`src/rtl/safe_pkg.sv`:
```
// Shared definitions for the safe's code writer and comparator: FSM states and
// the factory code loaded at reset.
package safe_pkg;

   typedef enum logic [2:0] {
      IDLE,
      AUTH,
      NEW1,
      NEW2,
      LOCK
   } safe_state_t;

   localparam logic [3:0] SAFE_RESET_CODE = 4'b1100;

endpackage

```
`src/rtl/safe_cycle_counter.sv`:
```
// Down-counter that reports expiry after CYC enabled cycles following a load.
// Used for the lockout window and, optionally, the idle-entry timeout.
module safe_cycle_counter #(
   parameter int CYC = 16
) (
   input  logic clk,
   input  logic rst,
   input  logic load,
   input  logic en,
   output logic expired
);

   localparam int W = (CYC > 1) ? $clog2(CYC) : 1;

   logic [W-1:0] count;

   // Load wins over enable so a fresh window always starts from the full count.
   always_ff @(posedge clk or posedge rst) begin
      if (rst) begin
         count <= W'(CYC - 1);
      end else if (load) begin
         count <= W'(CYC - 1);
      end else if (en && (count != '0)) begin
         count <= count - 1'b1;
      end
   end

   assign expired = (count == '0);

endmodule

```
`src/rtl/safe_code_writer.sv`:
```
// Programming side of the safe's code comparator: authenticates, double-confirms and
// commits a new stored code. Optional idle-entry timeout via SAFE_ENTRY_TIMEOUT_EN.
module safe_code_writer
   import safe_pkg::*;
#(
   parameter int                CODE_W      = 4,
   parameter logic [CODE_W-1:0] RESET_CODE  = CODE_W'(SAFE_RESET_CODE),
   parameter int                MAX_FAIL    = 3,
   parameter int                LOCKOUT_CYC = 16
`ifdef SAFE_ENTRY_TIMEOUT_EN
   ,
   parameter int                TIMEOUT_CYC = 64
`endif
) (
   input  logic              clk,
   input  logic              rst,
   input  logic              prog_req,
   input  logic              key_valid,
   input  logic [CODE_W-1:0] key_data,
   output logic              key_ready,
   output logic [CODE_W-1:0] code_out,
   output logic              busy,
   output logic              done,
   output logic              err,
   output logic              locked_out
);

   localparam int FAIL_W = (MAX_FAIL > 0) ? $clog2(MAX_FAIL + 1) : 1;

   safe_state_t       state, state_next;
   logic [FAIL_W-1:0] fail_cnt, fail_next, fail_inc;
   logic [CODE_W-1:0] new_tmp, new_next, code_next;
   logic              done_next, err_next;
   logic              xfer, lock_expired, timeout_hit;

   // key_ready mirrors "state is AUTH/NEW1/NEW2", so it doubles as the entry-state flag.
   assign xfer     = key_valid && key_ready;
   assign fail_inc = (fail_cnt == FAIL_W'(MAX_FAIL)) ? fail_cnt : fail_cnt + FAIL_W'(1);

   safe_cycle_counter #(.CYC(LOCKOUT_CYC)) u_lockout (
      .clk     (clk),
      .rst     (rst),
      .load    (state != LOCK),
      .en      (state == LOCK),
      .expired (lock_expired)
   );

`ifdef SAFE_ENTRY_TIMEOUT_EN
   logic tmo_expired;

   safe_cycle_counter #(.CYC(TIMEOUT_CYC)) u_timeout (
      .clk     (clk),
      .rst     (rst),
      .load    (!key_ready || xfer),
      .en      (key_ready),
      .expired (tmo_expired)
   );

   assign timeout_hit = tmo_expired;
`else
   assign timeout_hit = 1'b0;
`endif

   always_comb begin
      state_next = state;
      fail_next  = fail_cnt;
      code_next  = code_out;
      new_next   = new_tmp;
      done_next  = 1'b0;
      err_next   = 1'b0;
      case (state)
         IDLE: begin
            if (prog_req) state_next = AUTH;
         end
         AUTH: begin
            if (xfer) begin
               if (key_data == code_out) begin
                  fail_next  = '0;
                  state_next = NEW1;
               end else begin
                  fail_next  = fail_inc;
                  err_next   = 1'b1;
                  state_next = (fail_inc == FAIL_W'(MAX_FAIL)) ? LOCK : IDLE;
               end
            end else if (timeout_hit) begin
               err_next   = 1'b1;
               state_next = IDLE;
            end
         end
         NEW1: begin
            if (xfer) begin
               new_next   = key_data;
               state_next = NEW2;
            end else if (timeout_hit) begin
               err_next   = 1'b1;
               state_next = IDLE;
            end
         end
         NEW2: begin
            if (xfer) begin
               if (key_data == new_tmp) begin
                  code_next = new_tmp;
                  done_next = 1'b1;
               end else begin
                  err_next  = 1'b1;
               end
               state_next = IDLE;
            end else if (timeout_hit) begin
               err_next   = 1'b1;
               state_next = IDLE;
            end
         end
         LOCK: begin
            if (lock_expired) begin
               fail_next  = '0;
               state_next = IDLE;
            end
         end
         default: state_next = IDLE;
      endcase
   end

   // Status outputs are registered from the next state so they line up with the state register.
   always_ff @(posedge clk or posedge rst) begin
      if (rst) begin
         state      <= IDLE;
         fail_cnt   <= '0;
         code_out   <= RESET_CODE;
         new_tmp    <= '0;
         key_ready  <= 1'b0;
         busy       <= 1'b0;
         done       <= 1'b0;
         err        <= 1'b0;
         locked_out <= 1'b0;
      end else begin
         state      <= state_next;
         fail_cnt   <= fail_next;
         code_out   <= code_next;
         new_tmp    <= new_next;
         key_ready  <= (state_next == AUTH) || (state_next == NEW1) || (state_next == NEW2);
         busy       <= (state_next != IDLE);
         done       <= done_next;
         err        <= err_next;
         locked_out <= (state_next == LOCK);
      end
   end

endmodule

```
`config.mk`:
```
export PLATFORM = sky130hd
export DESIGN_NAME = safe_code_writer
export DESIGN_NICKNAME = d
export VERILOG_FILES = /design/src/rtl/safe_pkg.sv /design/src/rtl/safe_cycle_counter.sv /design/src/rtl/safe_code_writer.sv
export SDC_FILE = /design/constraint.sdc
export NUM_CORES = 1
export LEC_CHECK = 0
export CORE_MARGIN = 2
export CORE_UTILIZATION = 55
export CTS_CLUSTER_DIAMETER = 200
export DETAILED_ROUTE_END_ITERATION = 10
export HOLD_SLACK_MARGIN = 0.1
export PLACE_DENSITY = 0.9
export REMOVE_ABC_BUFFERS = 1
export SYNTH_ARGS = -nofsm -noshare
export SYNTH_HDL_FRONTEND = slang
export SYNTH_SLANG_ARGS = --single-unit
```
`constraint.sdc`:
```
create_clock -name clk -period 3.2 [get_ports clk]
set_input_delay 0.64 -clock clk [delete_from_list [all_inputs] [get_ports clk]]
set_output_delay 0.64 -clock clk [all_outputs]
set_load 0.1 [all_outputs]
```
**Yosys cells after proc, flatten, opt, wreduce, memory -nomap -nowiden**

Index checks and enable logic that the tools add are counted.
W data, S select, Z words.

- Bits in registers: 22
- Input port bits: 8
- Output and inout port bits: 9
- Word-level logic and storage cells: 63

- Add/sub/neg operators: 2
- Equality and inequality tests: 15
- Multiplexer cells: 23
- Reduce and logical (&&, ||, !) cells: 13

Operators by type and width:

| operator | number |
|---|---|
| $mux W3 | 7 |
| $pmux W3 S5 | 1 |
| $eq A3 B2 Y1 const B | 4 |
| $eq A4 B4 Y1 | 2 |
| $mux W2 | 4 |
| $mux W4 | 2 |
| $mux W1 | 7 |
| $eq A3 B1 Y1 const B | 2 |
| $eq A3 B3 Y1 const B | 2 |
| $reduce_and A3 Y1 | 2 |
| $eq A2 B2 Y1 const B | 2 |
| $logic_not A4 Y1 | 1 |
| $ne A2 B2 Y1 const B | 2 |
| $pmux W2 S2 | 1 |
| $reduce_bool A2 Y1 | 2 |
| $reduce_bool A4 Y1 | 1 |
| $sub A4 B1 Y4 const B | 1 |
| $logic_not A3 Y1 | 1 |
| $ne A3 B3 Y1 const B | 1 |
| $reduce_bool A3 Y1 | 1 |
| $add A2 B1 Y2 const B | 1 |
| $logic_and A1 B1 Y1 | 2 |
| $logic_or A1 B1 Y1 | 2 |
| $pmux W1 S2 | 1 |
| $reduce_and A2 Y1 | 1 |

**Longest topological paths before layout**

Gate-level depths: netlist of run 1.

- Depth in word-level cells: 10
- Mapped depth: 7
- Gate-level depth less buffers: 6

**Modules after synthesis**

Synthesis of run 1 repeated with hierarchy kept, for this count alone.

- Cell total of the unflattened synthesis: 93
- Area total of the unflattened synthesis: 1091.0 um^2

By module, submodules not included:

| module | instances | cells an instance | area each (um^2) | sequential area each (um^2) |
|---|---|---|---|---|
| safe_code_writer | 1 | 71 | 863.3 | 452.9 |
| safe_cycle_counter | 1 | 22 | 227.7 | 105.1 |

**Worst setup path before layout of run 1**

OpenSTA, ideal clock, no wires.

- Path type: register to register
- Start point: reg key_ready
- End point: reg new_tmp[0]
- Library setup time: 0.127 ns
- Data arrival time: 1.879 ns
- Required time: 3.073 ns
- Slack: 1.193 ns
- Stages on the path, launching flop included: 4
- Path buffers: 0
- Clock period less this slack: 2.007 ns
- Cells stage by stage: dfrtp_1 -> nand2_1 -> nor4b_2 -> mux2_1

- Longest elaborated chain between the ends: 2

RTL lines:

| what | line | RTL |
|---|---|---|
| start: declaration | safe_code_writer.sv:20 | `output logic key_ready,` |
| start signal: assignment | safe_code_writer.sv:140 | `key_ready <= (state_next == AUTH) \|\| (state_next == NEW1) \|\| (state_next == NEW2);` |
| $logic_and A1 B1 Y1 | safe_code_writer.sv:37 | `assign xfer = key_valid && key_ready;` |
| $reduce_and A2 Y1 (no line) | -- |  |
| end signal: assignment | safe_code_writer.sv:139 | `new_tmp <= new_next;` |
| end: declaration | safe_code_writer.sv:32 | `logic [CODE_W-1:0] new_tmp, new_next, code_next;` |

Every way passes these cells.
A chain may end at the register's enable or synchronous reset.

**Final worst setup path of run 1**

- Start point: in key_data[0]
- End point: reg code_out[1]

- Longest elaborated chain between the ends: 2

RTL lines:

| what | line | RTL |
|---|---|---|
| start: declaration | safe_code_writer.sv:19 | `input logic [CODE_W-1:0] key_data,` |
| $eq A4 B4 Y1 | safe_code_writer.sv:101 | `if (key_data == new_tmp) begin` |
| $reduce_and A3 Y1 (no line) | -- |  |
| end signal: assignment | safe_code_writer.sv:138 | `code_out <= code_next;` |
| end: declaration | safe_code_writer.sv:21 | `output logic [CODE_W-1:0] code_out,` |

Every way passes these cells.

==> results of run 1 <==
[cell usage after synthesis]
| library cell | instances |
|---|---|
| o21ba_1 | 1 |
| buf_4 | 1 |
| nand4b_1 | 1 |
| nor3_1 | 4 |
| nand3_1 | 2 |
| a211o_1 | 1 |
| a31oi_1 | 1 |
| o22ai_1 | 1 |
| a21oi_1 | 3 |
| a21o_1 | 1 |
| nand2_1 | 6 |
| mux2_1 | 8 |
| nor4b_2 | 1 |
| a32o_1 | 2 |
| dfrtp_1 | 16 |
| nor3b_1 | 1 |
| o21ai_1 | 4 |
| clkbuf_2 | 1 |
| and3_1 | 2 |
| xnor2_1 | 5 |
| nor4_2 | 1 |
| o22ai_2 | 1 |
| buf_1 | 1 |
| xor2_1 | 4 |
| nand4_1 | 1 |
| o211a_1 | 1 |
| ha_1 | 1 |
| or3b_1 | 2 |
| and2_1 | 2 |
| dfstp_2 | 6 |
| inv_1 | 5 |
| nor2_1 | 6 |
[routing by layer]
layer	up-vias	GRT usage, %	share of wire [%]
met5	-	0	0
li1	365	-	-
met2	16	32.27	49
met3	3	4.528	3.7
met1	348	24.82	46
met4	0	8.108	1.3
[power groups by stage]
| stage | clock, mW | sequential (mW) | combinational [mW] |
|---|---|---|---|
| after global routing | 0.223 | 0.438 | 0.402 |
| after CTS | 0.216 | 0.425 | 0.379 |
| after detailed placement | 0 | 0.430 | 0.376 |
| after global placement | 0 | 0.426 | 0.367 |
| after floorplan | 0 | 0.561 | 0.154 |
| final | 0.211 | 0.425 | 0.375 |
[cell usage in the layout, fill, tap and decap left out]
master           count
nand4b_1             1
bufinv_16            1
o21ai_1              4
nor3_1               4
nand2_1              6
a31oi_1              1
mux2_1               8
buf_4                9
nor2_1               6
xor2_1               4
clkbuf_4             3
o21ba_1              1
xnor2_1              5
and2_1               2
clkdlybuf4s50_1      7
nand3_1              2
dfstp_2              6
and3_1               2
o22ai_1              1
a21oi_1              3
a211o_1              1
nor4b_2              1
nor3b_1              1
nand4_1              1
nor4_2               1
a32o_1               2
a21o_1               1
o22ai_2              1
o211a_1              1
inv_1                5
dfrtp_1             16
or3b_1               2
ha_1                 1
[worst min-delay path, delay by kind of cell, from the launching register on]
| family | cells | cell delay (ns) |
|---|---|---|
| compound gates | 1 | 0.06 |
| flops | 1 | 0.39 |
| buf+inv | 1 | 0.08 |
[registers in the layout, indices dropped and copies added, names as in the netlist]
signal and cells:
busy 1, code_out 4, done 1, err 1, fail_cnt 2, key_ready 1
locked_out 1, new_tmp 4, state 3, u_lockout.count 4
[final timing paths]
kind,depth (start not counted),start,endpoint,slack [ns]
hold reg to reg,2,u_lockout.count[2]$_DFFE_PP1P_,u_lockout.count[2]$_DFFE_PP1P_,0.53
setup / recovery,5,key_data[0],code_out[1]$_DFFE_PP0P_,1.12
setup reg to reg,4,new_tmp[0]$_DFFE_PP0P_,code_out[1]$_DFFE_PP0P_,1.51
min in group asynchronous,2,rst,err$_DFF_PP0_,0.77
max in group asynchronous,2,rst,new_tmp[0]$_DFFE_PP0P_,1.93
hold / removal,2,u_lockout.count[2]$_DFFE_PP1P_,u_lockout.count[2]$_DFFE_PP1P_,0.53
[stage by stage]
stage / setup WS (ns) / instance area [um^2]
2_1_floorplan: 1.193 / 1042
3_3_place_gp: 0.9065 / 1211
3_5_place_dp: 0.8227 / 1211
4_1_cts: 1.108 / 1264
5_1_grt: 1.084 / 1264
6_report: 1.124 / 1264
[cell families after synthesis]
family                     count (synthesis)
adders and majority gates                  1
muxes                                      8
and+or+nand+nor                           29
buffers and inverters                      8
AOI/OAI and AO/OA                         16
xor gates and xnor gates                   9
DFF                                       22
[final cells by class]
class / instances / area [um^2]
Clock inverter: 1 / 30.03
Sequential cell: 22 / 558.0
Multi-Input combinational cell: 63 / 465.4
Tap cell: 25 / 31.28
Clock buffer: 3 / 22.52
Inverter: 5 / 18.77
Timing Repair Buffer: 16 / 137.6
Fill cell: 139 / 500.5
==> impl_metrics.tcl, run 1 <==
set metrics [dict create \
    outcome "complete, no violations" \
    maxSlewViolCount 0 \
    gp_routability_congestion 0.7739 \
    achievable-frequency_ghz 0.4816 \
    synth_top_family_by_area "simple AND/OR/NAND/NOR gates" \
    end_kind "flop" \
    num_antenna_cells 0 \
    critical_path_peak_fanout 4 \
    power_frac_clock_pct 20.9 \
    setup_repair_after_global_routing_missed_its_margin "false" \
    worst_ep_required_time_ns 3.41 \
    clk_root_buffer_cell "clkbuf_4" \
    max_cap_viol_count 0 \
    post_route_minimum_period_ns 2.077 \
    net-switching-power_mw 0.4094 \
    critPathBufInv 1 \
    clock_latency_reported_for_the_late_side_of_the_worst_skew_pair_ns 0.31 \
    timing.critical_path.slowest_cell_delay_ns 0.47 \
    nNetsFinal 120 \
    synth_simple_gate_area_share_pct 15.84 \
    seq_area_frac_synth_pct 52.72 \
    yosys-top-cells-area "dfrtp_1, dfstp_2, mux2_1, xnor2_1, xor2_1" \
    yosysWarningCount 0 \
    worst_hold_slack_ns 0.5288 \
    post_drt_via_cell_ratio 5.422 \
    combPwrFrac_pct 37.1 \
    grt_pass1_wl_um 3070 \
    io_buffer_count 16 \
    final_setup_skew_ns 0.005146 \
    core_area_um2 1764 \
    synthXorXnorAreaFrac_pct 7.447 \
    first_global_vias 725 \
    switching_share_pct 40.46 \
    leak_pwr_nw 0.6052 \
    die_h_um 47.87 \
    die_span_x_um 47.87 \
    hold_path.class "reg -> reg" \
    post_cts.resized_instances 0 \
    report.final.setup_viol 0 \
    design.portCount 17 \
    layout.core_utilization_pct 71.63 \
    grt_antenna_before_repair 0 \
    critical_path.top_delay_family "simple AND/OR/NAND/NOR gates" \
    initial_utilization_pct 60.00 \
    crit_path_cell_trace "clkdlybuf4s50_1, xor2_1, nor4_2, and3_1, mux2_1" \
    mappedNetlistArea_um2 1059 \
    drc_errors 0 \
    final_antenna_net_count 0 \
    ir_worst_vdd_mv 0.5832 \
    critical_path_arrival_ns 2.28 \
    route.detailed.wl_per_inst_um 13.84 \
    synthDominantAreaCellType "dfrtp_1" \
    power_report.internal_total_mw 0.6024 \
    grt_max_degree 23 \
    grt_usage_pct 19.63 \
    globalRouteOverflowTotal 0 \
    hold_violations 0 \
    hpwl_um 1395 \
    drt-total-wl_um 1868 \
    cts.sinks 22 \
    pwr-share-seq_pct 42.0 \
    gate_count_of_the_mapped_netlist 93 \
    layout-area-overhead-vs-synth_pct 19.39 \
    timing.final.crit_share_pct 64.89 \
    synth.area.mux_share_pct 8.511 \
    worst_setup_hold_path_clk_slew_ns 0.12 \
    stdcell_count 135 \
    synth_top_area_share_pct 37.83 \
    via_count 732 \
    cts_max_path_buffers 2 \
    drt_first_pass_iters 4 \
    die_area_um2 2292 \
    start_kind "primary input" \
    place_inst 131 \
    share_of_post_route_cells_with_drive_strength_above_1_pct 20.00 \
    fp-row-count 15 \
    synth_seq_cells 22 \
    critical-path-slowest-cell "clkdlybuf4s50_1" \
    cts.hold.buffers_added 0 \
    report.power.total_mw 1.012 \
    ys_types 32 \
    setup_total_negative_slack_ns 0 \
    cts-buffers-inserted 3 \
    clock_tree.htree_level_count 1 \
    synth-adder-area-share_pct 1.182 \
    synth_compound_area_share_pct 10.99 \
    drt_iter0_markers 7 \
    tightest_slew_ns 0.7933 \
    power_per_cell_area_nw_per_um2 800.7 \
    clock_tree_from_tritoncts "done" \
    path_class "in -> reg" \
    maxSlewHeadroom_pct 47.05 \
    syn_area_per_cell_um2 11.38 \
    cts_setup_buffers 0 \
]
Power figures use the tool's default switching activity.
==> run 2, diff against run 1 <==
--- a/config.mk
+++ b/config.mk
@@ -6,11 +6,11 @@
 export NUM_CORES = 1
 export LEC_CHECK = 0
 export CORE_MARGIN = 2
-export CORE_UTILIZATION = 55
+export CORE_UTILIZATION = 46
 export CTS_CLUSTER_DIAMETER = 200
 export DETAILED_ROUTE_END_ITERATION = 10
 export HOLD_SLACK_MARGIN = 0.1
-export PLACE_DENSITY = 0.9
+export PLACE_DENSITY = 0.81
 export REMOVE_ABC_BUFFERS = 1
 export SYNTH_ARGS = -nofsm -noshare
 export SYNTH_HDL_FRONTEND = slang
==> constraint.sdc (replaced) <==
create_clock -name clk -period 1.7 [get_ports clk]
set_input_delay 0.34 -clock clk [delete_from_list [all_inputs] [get_ports clk]]
set_output_delay 0.34 -clock clk [all_outputs]
set_load 0.1 [all_outputs]
==> run 2 against run 1 <==
Against the previous run:
- clock skew up 0.0021 ns
- via count rose by 9.0%
- die area rose by 18%
- global-route usage decreased by 1.0 points
- total power increased by 90%
- register-to-register slack got worse by 1.4 ns
- hold slack worse by 0.17 ns
- count of clock-buffer cells in the layout is 1 higher
- core utilization is 5.4 points lower
- flip-flop and latch count stayed put
- final cell count is 10% higher
- critical path type unchanged
- largest cell class unchanged
- highest routed layer unchanged
==> impl_metrics.tcl, run 2 (synthesis results as in run 1) <==
set metrics [dict create \
    power_per_cell_area_nw_per_um2 1326 \
    layout-area-overhead-vs-synth_pct 37.12 \
    clock_tree_from_tritoncts "done" \
    critPathBufInv 1 \
    clock_tree.htree_level_count 1 \
    crit_path_cell_trace "clkdlybuf4s50_1, xor2_1, nor4_2, and3_4, mux2_1" \
    grt_max_degree 23 \
    cts_setup_buffers 0 \
    critical_path_arrival_ns 1.84 \
    share_of_post_route_cells_with_drive_strength_above_1_pct 28.10 \
    critical_path.top_delay_family "simple AND/OR/NAND/NOR gates" \
    drt-total-wl_um 2075 \
    globalRouteOverflowTotal 0 \
    cts-buffers-inserted 3 \
    clk_root_buffer_cell "clkbuf_4" \
    clock_latency_reported_for_the_late_side_of_the_worst_skew_pair_ns 0.31 \
    num_antenna_cells 0 \
    critical-path-slowest-cell "clkdlybuf4s50_1" \
    timing.final.crit_share_pct 96.19 \
    via_count 798 \
    layout_common_cells "dfrtp_1, buf_4, buf_12, mux2_1, clkdlybuf4s50_1" \
    rr_worst_depth 5 \
    core_area_um2 2191 \
    max_cap_viol_count 0 \
    die_h_um 51.97 \
    hold_path.class "in -> async" \
    start_kind "primary input" \
    initial_utilization_pct 48.32 \
    hpwl_um 1599 \
    top_regs "code_out x4, new_tmp x4, u_lockout.count x4" \
    post_route_minimum_period_ns 1.635 \
    leak_pwr_nw 0.6751 \
    worst_ep_required_time_ns 1.91 \
    drt_iter0_markers 5 \
    cts.sinks 22 \
    critical_path_peak_fanout 4 \
    path_depth 5 \
    fp-row-count 17 \
    end_kind "flop" \
    pre_cts_ws_ns -0.3363 \
    design.portCount 17 \
    tightest_slew_ns 0.2854 \
    timing.critical_path.slowest_cell_delay_ns 0.48 \
    achievable-frequency_ghz 0.6115 \
    post_drt_via_cell_ratio 5.356 \
    grt_pass1_wl_um 3560 \
    layout_setup_ws_ns 0.06470 \
    worst_hold_slack_ns 0.3555 \
    maxSlewHeadroom_pct 80.98 \
    drc_errors 0 \
    maxSlewViolCount 0 \
    final_setup_skew_ns 0.007256 \
    gp_routability_congestion 0.7151 \
    report.power.total_mw 1.925 \
    io_buffer_count 16 \
    grt_usage_pct 18.58 \
    route.detailed.wl_per_inst_um 13.93 \
    ir_worst_vdd_mv 1.048 \
    worst_setup_hold_path_clk_slew_ns 0.11 \
    nNetsFinal 131 \
    cts_max_path_buffers 2 \
    hold_violations 0 \
    outcome "complete, no violations" \
    first_global_vias 786 \
    setup_repair_after_global_routing_missed_its_margin "false" \
    report.final.setup_viol 0 \
    mostFrequentLayoutCell "dfrtp_1" \
    final_antenna_net_count 0 \
    cts.hold.buffers_added 0 \
    path_class "in -> reg" \
    die_span_x_um 51.97 \
    die_area_um2 2701 \
    drt_first_pass_iters 4 \
    grt_antenna_before_repair 0 \
    layout.core_utilization_pct 66.25 \
]
==> run 2: cell count changes in the layout (fill, tap and decap cells not counted), sizes merged <==
cell	previous run	this run
buf	9	20
bufinv	1	0
clkbuf	3	4
==> run 2: area by class of cell <==
class,instances,area (um^2)
clock buffers,4,26.28
well taps,28,35.03
fillers,173,739.5
flip-flops and latches,22,558.0
multi-input cells,63,480.5
inverters,5,18.77
repair buffers,27,332.8
==> run 2: path summary, 6_finish.rpt <==
kind / end / startpoint / slack (ns)
hold / removal: done$_DFF_PP0_ / rst / 0.36
setup / recovery: code_out[1]$_DFFE_PP0P_ / key_data[3] / 0.06
setup reg to reg: busy$_DFF_PP0_ / u_lockout.count[0]$_DFFE_PP1P_ / 0.10
min in group clk: u_lockout.count[2]$_DFFE_PP1P_ / u_lockout.count[2]$_DFFE_PP1P_ / 0.53
hold reg to reg: u_lockout.count[2]$_DFFE_PP1P_ / u_lockout.count[2]$_DFFE_PP1P_ / 0.53
max in group asynchronous: u_lockout.count[0]$_DFFE_PP1P_ / rst / 1.06
==> run 2: repair_timing <==
| item | 4_1_cts | 5_1_grt |
|---|---|---|
| gates resized for setup | 1 | 3 |
| setup endpoints to repair | 1 | 5 |
| pin swaps | 0 | 1 |
==> run 2: per-layer routing <==
| metal | GRT usage (%) | vias up | share of wire (%) |
|---|---|---|---|
| met5 | 0 | - | 0 |
| met4 | 11.84 | 0 | 2.7 |
| met3 | 2.586 | 5 | 2.3 |
| met2 | 29.54 | 14 | 50 |
| met1 | 23.64 | 392 | 44 |
| li1 | - | 387 | - |
==> run 2: per-stage QoR <==
stage	std cells	setup TNS [ns]	area (um^2)
final	149	0	1451
after global routing	149	0	1451
after CTS	149	0	1438
after detailed placement	145	-2.148	1410
after global placement	145	-1.618	1410
after floorplan	90	-2.564	1042
==> run 2: report_power, final <==
group          switching, mW  internal [mW]  total [mW]
Sequential             0.161          0.665       0.826
Combinational          0.492          0.366       0.857
Clock                  0.150         0.0917       0.242
Total                  0.802           1.12        1.92
==> run 2: worst reg2reg max path, stage by stage (launching register included) <==
cell and delay, ns:
dfstp_2 0.39, inv_1 0.07, ha_1 0.20, or3b_4 0.43
a32o_1 0.26, a21o_1 0.15
==> run 3, diff against run 2 <==
--- a/config.mk
+++ b/config.mk
@@ -5,12 +5,15 @@
 export SDC_FILE = /design/constraint.sdc
 export NUM_CORES = 1
 export LEC_CHECK = 0
+export CELL_PAD_IN_SITES_DETAIL_PLACEMENT = 0
+export CELL_PAD_IN_SITES_GLOBAL_PLACEMENT = 2
+export CORE_ASPECT_RATIO = 1.75
 export CORE_MARGIN = 2
-export CORE_UTILIZATION = 46
+export CORE_UTILIZATION = 30
 export CTS_CLUSTER_DIAMETER = 200
 export DETAILED_ROUTE_END_ITERATION = 10
 export HOLD_SLACK_MARGIN = 0.1
-export PLACE_DENSITY = 0.81
+export PLACE_DENSITY = 0.8
 export REMOVE_ABC_BUFFERS = 1
 export SYNTH_ARGS = -nofsm -noshare
 export SYNTH_HDL_FRONTEND = slang
==> run 3 against run 2 <==
Against the previous run:
- die area is 50% higher
- combinational power is 5.0% higher
- sequential share of layout area is 2.0 points lower
- setup slack worse by 0.013 ns
- core utilization is 21 points lower
- count of clock-buffer cells in the layout stayed put
- clock skew is 0.0010 ns higher
- flip-flop and latch count stayed put
- largest power group unchanged
- sequential power is 0.5% lower
==> impl_metrics.tcl, run 3 (synthesis results as in run 1) <==
set metrics [dict create \
    outcome "complete, no violations" \
    fp-row-count 28 \
    first_global_vias 812 \
    drt_iter0_markers 21 \
    dpl_cell_area_um2 1454 \
    drc_errors 0 \
    io_buffer_count 16 \
    post_drt_via_cell_ratio 4.749 \
    stdcell_count 171 \
    die_span_x_um 48.90 \
    power_per_cell_area_nw_per_um2 1362 \
    grt_max_degree 23 \
    grt_antenna_before_repair 0 \
    layout_setup_ws_ns 0.05160 \
    drt_first_pass_iters 4 \
    fillCellCount 331 \
    worst_ep_required_time_ns 1.84 \
    end_kind "flop" \
    die_area_um2 4038 \
    hold_path.class "in -> async" \
    max_cap_viol_count 0 \
    cts_max_path_buffers 2 \
    pre_cts_ws_ns -0.3587 \
    cts-buffers-inserted 3 \
    clock_tree.htree_level_count 1 \
    achievable-frequency_ghz 0.6066 \
    route.detailed.wl_per_inst_um 12.52 \
    clock_latency_reported_for_the_late_side_of_the_worst_skew_pair_ns 0.26 \
    layout-area-overhead-vs-synth_pct 44.80 \
    top_regs "code_out x4, new_tmp x4, u_lockout.count x4" \
    ir_worst_vdd_mv 0.9137 \
    design.portCount 17 \
    timing.final.crit_share_pct 96.96 \
    maxSlewHeadroom_pct 65.72 \
    worst_hold_slack_ns 0.4117 \
    nNetsFinal 136 \
    cts.hold.buffers_added 0 \
    report.final.setup_viol 0 \
    final_cell_area_um2 1533 \
    grt_usage_pct 11.67 \
    layout.core_utilization_pct 45.57 \
    die_h_um 82.58 \
    setup_total_negative_slack_ns 0 \
    maxSlewViolCount 0 \
    layout_common_cells "dfrtp_1, buf_4, buf_12, mux2_1" \
    post_route_minimum_period_ns 1.648 \
    num_antenna_cells 0 \
    leak_pwr_nw 0.7247 \
    grt_pass1_wl_um 3615 \
    final_setup_skew_ns 0.008288 \
    globalRouteOverflowTotal 0 \
    via_count 812 \
    multi_input_comb_area_um2 473.0 \
    area.sequential_um2 558.0 \
    setup_repair_after_global_routing_missed_its_margin "false" \
    report.power.total_mw 2.088 \
    gp_routability_congestion 0.7251 \
    hpwl_um 1708 \
    clk_root_buffer_cell "clkbuf_8" \
    final_antenna_net_count 0 \
    start_kind "primary input" \
    cts.sinks 22 \
    drt-total-wl_um 2141 \
    critical_path_peak_fanout 4 \
    tightest_slew_ns 0.5131 \
    clock_tree_from_tritoncts "done" \
    share_of_post_route_cells_with_drive_strength_above_1_pct 31.75 \
    initial_utilization_pct 31.47 \
    place_inst 165 \
    worst_setup_hold_path_clk_slew_ns 0.08 \
    hold_violations 0 \
    critical_path_arrival_ns 1.79 \
    core_area_um2 3363 \
    path_class "in -> reg" \
]
[run 3: cell count changes in the layout (fill, tap and decap cells not counted), sizes merged]
| cell | delta |
|---|---|
| buf | +5 |
| clkdlybuf4s50 | -2 |
| dlygate4sd2 | +1 |
| dlymetal6s2s | +1 |
[run 3: what timing repair did]
action | in CTS | in global routing
gates resized for setup | 3 | 2
buffers inserted | 1 | 1
setup endpoints to repair | 4 | 6
pin swaps | 2 | 2
[run 3: routing by layer]
| layer | GRT usage [%] | share of wire [%] | wire length, um | up-vias |
|---|---|---|---|---|
| met5 | 0 | 0 | 0 | - |
| met4 | 5.143 | 1.7 | 36 | 0 |
| met3 | 1.799 | 2.9 | 63 | 4 |
| met2 | 22.88 | 58 | 1236 | 15 |
| met1 | 12.16 | 38 | 805 | 402 |
| li1 | - | - | - | 391 |
[run 3: layout make-up]
type                            instances  share of cell area (%)
Inverter                                5                   1.224
Multi-Input combinational cell         63                   30.86
Clock buffer                            4                   3.592
Tap cell                               45                   3.673
Sequential cell                        22                   36.41
Timing Repair Buffer                   32                   24.24
[run 3: worst max-delay path, cell delays in order]
cell	delay (ns)
clkdlybuf4s50_1	0.44
xor2_1	0.17
nor4_2	0.26
and3_4	0.26
mux2_1	0.32
[run 3: final timing paths]
kind	from	end	slack, ns	cells past startpoint
setup / recovery	key_data[3]	code_out[0]$_DFFE_PP0P_	0.05	5
hold / removal	rst	fail_cnt[0]$_DFFE_PP0P_	0.41	3
setup reg to reg	u_lockout.count[0]$_DFFE_PP1P_	busy$_DFF_PP0_	0.08	5
hold reg to reg	u_lockout.count[2]$_DFFE_PP1P_	u_lockout.count[2]$_DFFE_PP1P_	0.52	2
max in group asynchronous	rst	code_out[2]$_DFFE_PP1P_	1.01	3
min in group clk	key_data[0]	new_tmp[0]$_DFFE_PP0P_	0.41	2
[run 3: report_power, final]
part | switching (mW) | total, mW | leakage (nW) | internal, mW
Combinational | 0.500 | 0.900 | 0.427 | 0.400
Clock | 0.160 | 0.366 | 0.0288 | 0.206
Sequential | 0.156 | 0.822 | 0.269 | 0.666
